[src/rtl/viterbi_pkg.sv]
// ----------------------------------------------------------------------------
// viterbi_pkg
// Shared constants and helper functions for the K=3, rate-1/2 hard-decision
// Viterbi decoder (generators 7/5 octal).
//   NUM_STATES    : trellis states (2^(K-1))
//   K             : constraint length
//   G0, G1        : generator taps applied to {b, s1, s2}
//   expected_sym  : code symbol produced leaving 'state' on input bit 'b'
//   branch_metric : Hamming distance between received and expected symbols
// ----------------------------------------------------------------------------
package viterbi_pkg;

   localparam int NUM_STATES = 4;
   localparam int K = 3;
   localparam logic [K-1:0] G0 = 3'b111;
   localparam logic [K-1:0] G1 = 3'b101;

   // state = {s1, s2}; the encoder register seen by the taps is {b, s1, s2}.
   function automatic logic [1:0] expected_sym(input logic [1:0] state, input logic b);
      logic [K-1:0] sr;
      sr = {b, state};
      return {^(sr & G0), ^(sr & G1)};
   endfunction

   function automatic logic [1:0] branch_metric(input logic [1:0] rx, input logic [1:0] ex);
      logic [1:0] d;
      d = rx ^ ex;
      return {1'b0, d[1]} + {1'b0, d[0]};
   endfunction

endpackage

[src/rtl/viterbi_acs.sv]
// ----------------------------------------------------------------------------
// viterbi_acs
// Add-compare-select for one destination state.
//   pm0 / bm0 : metric of predecessor {s1,0} and its branch metric
//   pm1 / bm1 : metric of predecessor {s1,1} and its branch metric
//   pm_new    : winning candidate, saturated at 2^PM_W-1
//   dec       : 1 when predecessor {s1,1} wins; ties go to {s1,0}
// ----------------------------------------------------------------------------
module viterbi_acs #(
   parameter int PM_W = 4
) (
   input  logic [PM_W-1:0] pm0,
   input  logic [PM_W-1:0] pm1,
   input  logic [1:0]      bm0,
   input  logic [1:0]      bm1,
   output logic [PM_W-1:0] pm_new,
   output logic            dec
);

   localparam logic [PM_W:0]   SUM_MAX = {1'b0, {PM_W{1'b1}}};
   localparam logic [PM_W-1:0] PM_MAX  = {PM_W{1'b1}};

   logic [PM_W:0]   sum0_s;
   logic [PM_W:0]   sum1_s;
   logic [PM_W-1:0] cand0_s;
   logic [PM_W-1:0] cand1_s;

   // Saturating add of both candidates, then pick the smaller one.
   always_comb begin
      sum0_s = {1'b0, pm0} + {{(PM_W-1){1'b0}}, bm0};
      sum1_s = {1'b0, pm1} + {{(PM_W-1){1'b0}}, bm1};
      if (sum0_s > SUM_MAX) begin
         cand0_s = PM_MAX;
      end else begin
         cand0_s = sum0_s[PM_W-1:0];
      end
      if (sum1_s > SUM_MAX) begin
         cand1_s = PM_MAX;
      end else begin
         cand1_s = sum1_s[PM_W-1:0];
      end
      if (cand1_s < cand0_s) begin
         pm_new = cand1_s;
         dec    = 1'b1;
      end else begin
         pm_new = cand0_s;
         dec    = 1'b0;
      end
   end

endmodule

[src/rtl/viterbi_decoder.sv]
// ----------------------------------------------------------------------------
// viterbi_decoder
// Hard-decision rate-1/2 K=3 Viterbi decoder with register-exchange survivors.
// Decision delay is TB_DEPTH accepted symbols.
//   clk       : clock, rising edge
//   reset     : synchronous active-high reset (wins over in_valid/flush)
//   in_valid  : c is accepted this cycle
//   c         : received symbol {g0, g1}
//   flush     : (VITERBI_FLUSH_EN only) process an internal 2'b00 symbol
//               when in_valid is low
//   out_valid : registered one-cycle pulse per decoded bit
//   out_bit   : registered decoded bit, holds between pulses
// Optional feature macro: VITERBI_FLUSH_EN
// ----------------------------------------------------------------------------
module viterbi_decoder #(
   parameter int TB_DEPTH = 15,
   parameter int PM_W     = 4
) (
   input  logic       clk,
   input  logic       reset,
   input  logic       in_valid,
   input  logic [1:0] c,
`ifdef VITERBI_FLUSH_EN
   input  logic       flush,
`endif
   output logic       out_valid,
   output logic       out_bit
);

   import viterbi_pkg::*;

   localparam int              FILL_W   = $clog2(TB_DEPTH + 1);
   localparam logic [FILL_W-1:0] FILL_MAX = FILL_W'(TB_DEPTH);
   localparam logic [PM_W-1:0] PM_MAX   = {PM_W{1'b1}};

   logic [PM_W-1:0]     pm_r       [NUM_STATES];
   logic [TB_DEPTH-1:0] surv_r     [NUM_STATES];
   logic [FILL_W-1:0]   fill_r;
   logic                out_valid_r;
   logic                out_bit_r;

   logic                step_s;
   logic [1:0]          sym_s;
   logic [PM_W-1:0]     acs_pm_s   [NUM_STATES];
   logic [NUM_STATES-1:0] dec_s;
   logic [TB_DEPTH-1:0] surv_nxt_s [NUM_STATES];
   logic [PM_W-1:0]     min_pm_s;
   logic [PM_W-1:0]     best_pm_s;
   logic [1:0]          best_s;

`ifdef VITERBI_FLUSH_EN
   // A trellis step happens on a received symbol, or on a flush with a zero symbol.
   always_comb begin
      step_s = 1'b0;
      sym_s  = 2'b00;
      if (in_valid) begin
         step_s = 1'b1;
         sym_s  = c;
      end else if (flush) begin
         step_s = 1'b1;
         sym_s  = 2'b00;
      end else begin
         step_s = 1'b0;
         sym_s  = 2'b00;
      end
   end
`else
   // A trellis step happens only on a received symbol.
   always_comb begin
      step_s = 1'b0;
      sym_s  = 2'b00;
      if (in_valid) begin
         step_s = 1'b1;
         sym_s  = c;
      end else begin
         step_s = 1'b0;
         sym_s  = 2'b00;
      end
   end
`endif

   // Destination ns = {b, s1}; its predecessors are {s1,0} and {s1,1}.
   for (genvar ns = 0; ns < NUM_STATES; ns++) begin : g_acs
      localparam logic [1:0] NS = 2'(ns);
      localparam logic [1:0] P0 = {NS[0], 1'b0};
      localparam logic [1:0] P1 = {NS[0], 1'b1};

      logic [1:0] bm0_s;
      logic [1:0] bm1_s;

      assign bm0_s = branch_metric(sym_s, expected_sym(P0, NS[1]));
      assign bm1_s = branch_metric(sym_s, expected_sym(P1, NS[1]));

      viterbi_acs #(.PM_W(PM_W)) u_acs (
         .pm0    (pm_r[P0]),
         .pm1    (pm_r[P1]),
         .bm0    (bm0_s),
         .bm1    (bm1_s),
         .pm_new (acs_pm_s[ns]),
         .dec    (dec_s[ns])
      );

      // Register exchange: inherit the winner's history and append b.
      assign surv_nxt_s[ns] = dec_s[ns] ? {surv_r[P1][TB_DEPTH-2:0], NS[1]}
                                        : {surv_r[P0][TB_DEPTH-2:0], NS[1]};
   end

   // Minimum of the new metrics, subtracted so the smallest stored metric is 0.
   always_comb begin
      min_pm_s = acs_pm_s[0];
      for (int i = 1; i < NUM_STATES; i++) begin
         if (acs_pm_s[i] < min_pm_s) begin
            min_pm_s = acs_pm_s[i];
         end else begin
            min_pm_s = min_pm_s;
         end
      end
   end

   // Best state over the current (pre-update) metrics; strict compare keeps the lowest index on ties.
   always_comb begin
      best_s    = 2'd0;
      best_pm_s = pm_r[0];
      for (int i = 1; i < NUM_STATES; i++) begin
         if (pm_r[i] < best_pm_s) begin
            best_pm_s = pm_r[i];
            best_s    = 2'(i);
         end else begin
            best_pm_s = best_pm_s;
         end
      end
   end

   // Metrics, survivors, fill counter and registered outputs.
   always_ff @(posedge clk) begin
      if (reset) begin
         pm_r[0]   <= {PM_W{1'b0}};
         surv_r[0] <= {TB_DEPTH{1'b0}};
         for (int i = 1; i < NUM_STATES; i++) begin
            pm_r[i]   <= PM_MAX;
            surv_r[i] <= {TB_DEPTH{1'b0}};
         end
         fill_r      <= {FILL_W{1'b0}};
         out_valid_r <= 1'b0;
         out_bit_r   <= 1'b0;
      end else if (step_s) begin
         for (int i = 0; i < NUM_STATES; i++) begin
            pm_r[i]   <= acs_pm_s[i] - min_pm_s;
            surv_r[i] <= surv_nxt_s[i];
         end
         if (fill_r != FILL_MAX) begin
            fill_r <= fill_r + FILL_W'(1);
         end
         out_valid_r <= (fill_r == FILL_MAX);
         // Before the pipe is full the oldest survivor bit is still the reset 0.
         out_bit_r   <= surv_r[best_s][TB_DEPTH-1];
      end else begin
         out_valid_r <= 1'b0;
      end
   end

   assign out_valid = out_valid_r;
   assign out_bit   = out_bit_r;

endmodule

[config.mk]
export PLATFORM = sky130hd
export DESIGN_NAME = viterbi_decoder
export DESIGN_NICKNAME = d
export VERILOG_FILES = /design/src/rtl/viterbi_pkg.sv /design/src/rtl/viterbi_acs.sv /design/src/rtl/viterbi_decoder.sv
export SDC_FILE = /design/constraint.sdc
export NUM_CORES = 1
export LEC_CHECK = 0
export BUFFER_PORTS_ARGS = -buffer_cell sky130_fd_sc_hd__buf_2
export CORE_MARGIN = 5
export CORE_UTILIZATION = 35
export CTS_BUF_LIST = sky130_fd_sc_hd__clkbuf_8
export DETAILED_ROUTE_END_ITERATION = 12
export MAX_ROUTING_LAYER = met4
export PLACE_DENSITY_LB_ADDON = 0.2
export SLEW_MARGIN = 20
export SYNTH_ARGS = -nofsm -noshare
export SYNTH_HDL_FRONTEND = slang
export SYNTH_SLANG_ARGS = --single-unit
[constraint.sdc]
create_clock -name clk -period 10.1 [get_ports clk]
set_clock_uncertainty 0.2 [all_clocks]
set_input_delay 2.02 -clock clk [delete_from_list [all_inputs] [get_ports clk]]
set_output_delay 2.02 -clock clk [all_outputs]
set_load 0.005 [all_outputs]
; ---- Word level (Yosys, flattened, before mapping)
; Memories as Yosys holds them, arrays and structs flattened. A register that Yosys moved wholly into a read port is not among the register bits.
; Index checks and enable logic that the tools add are counted.
[classes]
n_mux = 43
bitwise_logic = 12
add_sub_neg = 17
reduce_logical = 2
n_lt_le_gt_ge = 18
n_eq_ne = 2
[op_table]
columns = operator, n
row1 = $mux W15, 8
row2 = $mux W4, 21
row3 = $add A4 B2 Y5, 8
row4 = $gt A5 B4 Y1 const B, 8
row5 = $lt A4 B4 Y1, 10
row6 = $sub A4 B4 Y4, 4
row7 = $mux W1, 11
row8 = $add A1 B1 Y2, 4
row9 = $or A1 B1 Y1, 8
row10 = $mux W2, 3
row11 = $add A4 B1 Y4 const B, 1
row12 = $eq A4 B4 Y1 const B, 1
row13 = $ne A4 B4 Y1 const B, 1
row14 = $not A1 Y1, 3
row15 = $not A2 Y2, 1
row16 = $reduce_and A2 Y1, 1
row17 = $reduce_or A2 Y1, 1
[totals]
mem_count = 2
regBits = 5
ram_bits = 76
[mem_list]
columns = memory, words, word_bits, read_ports, rd_ports_with_merged_regs, write_ports, line
row1 = surv_r, 4, 15, 5, 1, 4, viterbi_decoder.sv:37  ; logic [TB_DEPTH-1:0] surv_r [NUM_STATES];
row2 = pm_r, 4, 4, 4, 0, 4, viterbi_decoder.sv:36  ; logic [PM_W-1:0] pm_r [NUM_STATES];

; ---- Longest topological paths before layout
[logic_depth]
depth_word = 16
depth_mapped = 41

; ---- Modules after synthesis
; A second synthesis with hierarchy kept.
[unflattened]
hier_cells = 569
hier_area_um2 = 6033.3
[by_module_without_submodules]
columns = mod, area_per_inst_um2, seq_area_each_um2, cells_each, n_inst
row1 = viterbi_decoder, 4596.9, 2272.2, 405, 1
row2 = viterbi_acs, 359.1, 0.0, 41, 4

; ---- Least setup slack after synthesis
; Ideal clock, no wire load.
[synth_path]
path_kind = input to register
startpoint = in c[1]
endpoint = mem pm_r[3][3], data pin
stages = 39
arrival_time_ns = 9.217
path_slack_ns = 0.415
setup_ns = 0.268
path_buffers = 2
cell_sequence = buf_2 and3_1 clkbuf_1 nor2_1 inv_1 ha_1 ha_1 a21oi_1 mux2i_1 inv_1 ha_1 nor2b_1 a2111o_1 nor3_2 a211oi_4 mux2i_2 ha_1 o21ai_0 [... 3 more ...] mux2_4 inv_1 ha_1 o21ai_0 a21oi_1 nor2_1 a31oi_2 mux2_2 ha_1 nor2_1 o31a_1 a41oi_4 mux2_4 ha_1 a21o_1 a21oi_1 xnor2_1 nand2_1
[synth_rtl]
columns = item, line
row1 = "start, declared", viterbi_decoder.sv:22  ; input logic [1:0] c,
row2 = "end, declared", viterbi_decoder.sv:36

==> run_results.csv <==
group,metric,value,unit
run_status,outcome,"finished, final reports clean",
grt,grt_max_degree,72,
sta,tightest_slew,935,ps
sta,hold_violations,0,
logic_synthesis,synth-edff-count,71,
clocking,clock_latency,370,ps
grt,grt.overflow.total,0,
setup_path,r2r_setup_slack,2130,ps
logic_synthesis,synth_top_area_share,35.4,%
floorplan,core,17100,um2
place,place_congestion,0.852,
route,first_iter_violations,323,
floorplan,die_x,141,um
floorplan,row_count,48,
logic_synthesis,syn-cell-area,6020,um2
setup_path,reg2reg_from,"pm_r[1][1]$_SDFFCE_PN1P_",
layout,syn_to_final_growth,9.38,%
worst_hold_path,min_from,"fill_r[1]$_SDFFE_PP0P_",
setup_path,endpoint_kind,"register",
sta,setup_tns,0,ps
route,drtAntennaViolNets,0,
grt,grt_pass1_vias,4375,
setup_path,startpoint_type,"input pin",
sta,max_freq,0.104,GHz
clocking,clock_sinks,78,
sta,timing.final.crit_share,95.0,%
clocking,clk_pin_slew,90,ps
setup_path,critPathKind,"input pin to register",
route,drc,0,
floorplan,die_area,19900,um2
logic_synthesis,async_flop_share,0,%
logic_synthesis,synth_nets,684,
worst_hold_path,holdCritPathClass,"register to register",
setup_path,cp_common_cell,"ha_1",
logic_synthesis,synth_area_leaders,"edfxtp_1, ha_1, mux2i_1",
route,via_count,4374,
sta,slew_violations,0,
layout,final_common_cell,"nor2_1",
grt,grt_pass1_wl,22600,um
route,drt_wl_total,13500,um
setup_path,critPathMaxStageDelay,400,ps
sta,finalCriticalPeriod,9600,ps
setup_path,crit_required,10000,ps
route,first_pass_iters,5,
clocking,htreeDepth,3,
setup_path,slowest_stage,"mux2_2",
logic_synthesis,synth_flop_cell,"edfxtp_1",
clocking,clockRootBuffer,"clkbuf_8",
route,wl_per_cell,16.0,um
route,vias_per_cell,5.15,
layout,drive_gt1_share,11.4,%
setup_path,cp-startpoint,"c[1]",
logic_synthesis,postSynthCellCount,611,
sta,setup_viol,0,
place,dp_hpwl,9970,um
logic_synthesis,synth_seq_cells,78,
sta,rsz0062_at_grt,"no",
grt,grt_antenna_before_repair,0,
floorplan,start_util,35.3,%
layout,most-common-layout-cells,"nor2_1, edfxtp_1, mux2i_1, ha_1, inv_1",
place,port_buffers,6,
setup_path,critPathMaxFanout,9,
setup_path,worst_ep_arrival_time,9500,ps
logic_synthesis,synth_area_leader_cell,"edfxtp_1",
grt,grt_use_total,14.6,%
clocking,cts_buffer_depth,2,
logic_synthesis,yosys_warnings,0,
floorplan,ios,7,
layout,antenna_cells,0,
clocking,cts_tree,"yes",
logic_synthesis,ys_seq_area_share,37.8,%
clocking,cts_made_buffers,9,
logic_synthesis,synth_cell_type_count,66,
sta,relSlewSlack,37.7,%
layout,nets,692,
floorplan,die_y,141,um
logic_synthesis,avgSynthCellArea,9.85,um2
flow_run,maxCapViolations,0,
## cell families after synthesis
| family | Yosys count | share of synthesized area [%] |
|---|---|---|
| buffers and inverters | 75 | 5.14 |
| xor gates and xnor gates | 20 | 2.91 |
| DFF | 78 | 37.8 |
| and+or+nand+nor | 180 | 13.3 |
| AOI/OAI and AO/OA | 115 | 13.3 |
| adders and majority gates | 68 | 14.6 |
| muxes | 75 | 13.0 |
## critical path, delay by kind of cell
kind	cells	cell delay [ps]
AO/OA/AOI/OAI	14	2340
XOR/XNOR	1	130
adder cells (fa/ha/maj)	7	2030
buffers and inverters	4	370
multiplexers	5	1680
AND/OR/NAND/NOR	6	900
## through the flow
stage	hold WS (ps)	setup WS [ps]	std cells	cell area (um2)	utilization, %
after detailed placement	275	51.0	831	6330	37.1
after global routing	312	19.9	849	6580	38.6
final	287	505	849	6580	38.6
after CTS	288	400	847	6560	38.5
after global placement	267	250	831	6330	37.1
after floorplan	247	415	611	6020	-
## sequential cells by signal, summed over array words and instances (netlist names)
| name | count |
|---|---|
| surv_r | 56 |
| pm_r | 16 |
| fill_r | 4 |
| out_bit | 1 |
| out_valid | 1 |
## what timing repair did
action | 4_1_cts | 5_1_grt
resized for setup | 0 | 3
buffers inserted | 0 | 2
endpoints found under the hold margin | 0 | 0
setup endpoints to repair | 0 | 4
hold buffers | 0 | 0
## layer usage
layer,wire (um),GRT usage (%),part of all wire [%],vias to the layer above
met3,482,3.15,3.6,18
met4,196,3.57,1.4,0
met1,6430,19.0,47,2089
met2,6440,23.4,48,72
li1,-,-,-,2195
met5,0,-,0,-
## area by class of cell
class                      count  area, um2
sequential                    78       2270
tap                          225        282
clock inverter                 7        104
clock buffer                   9        124
multi-input combinational    458       3460
fill                        1689      10500
timing repair buffer          23        158
inverter                      49        184
## worst paths after layout
check,end,depth (start not counted)
worst max-delay path,pm_r[3][3]$_SDFFCE_PN1P_,37
worst min-delay path,fill_r[1]$_SDFFE_PP0P_,2
worst max register to register,pm_r[3][3]$_SDFFCE_PN1P_,34
worst min register to register,fill_r[1]$_SDFFE_PP0P_,2
## cell usage after synthesis (all sizes together), types with 3 or more instances
master,count
and2,3
or2,4
edfxtp,71
o31a,3
buf,15
a211oi,3
nand3,7
o31ai,4
and3,4
nor2,113
nand2,23
o21a,5
clkbuf,11
a21oi,44
o21ai,20
a21o,6
xor2,7
inv,49
nor3,5
ha,64
mux2i,66
dfxtp,7
nand2b,10
xnor2,13
o21bai,5
fa,4
mux2,9
Power is not shown: default switching activity piles up to over one toggle a cycle in this logic, so the estimate is an artifact.
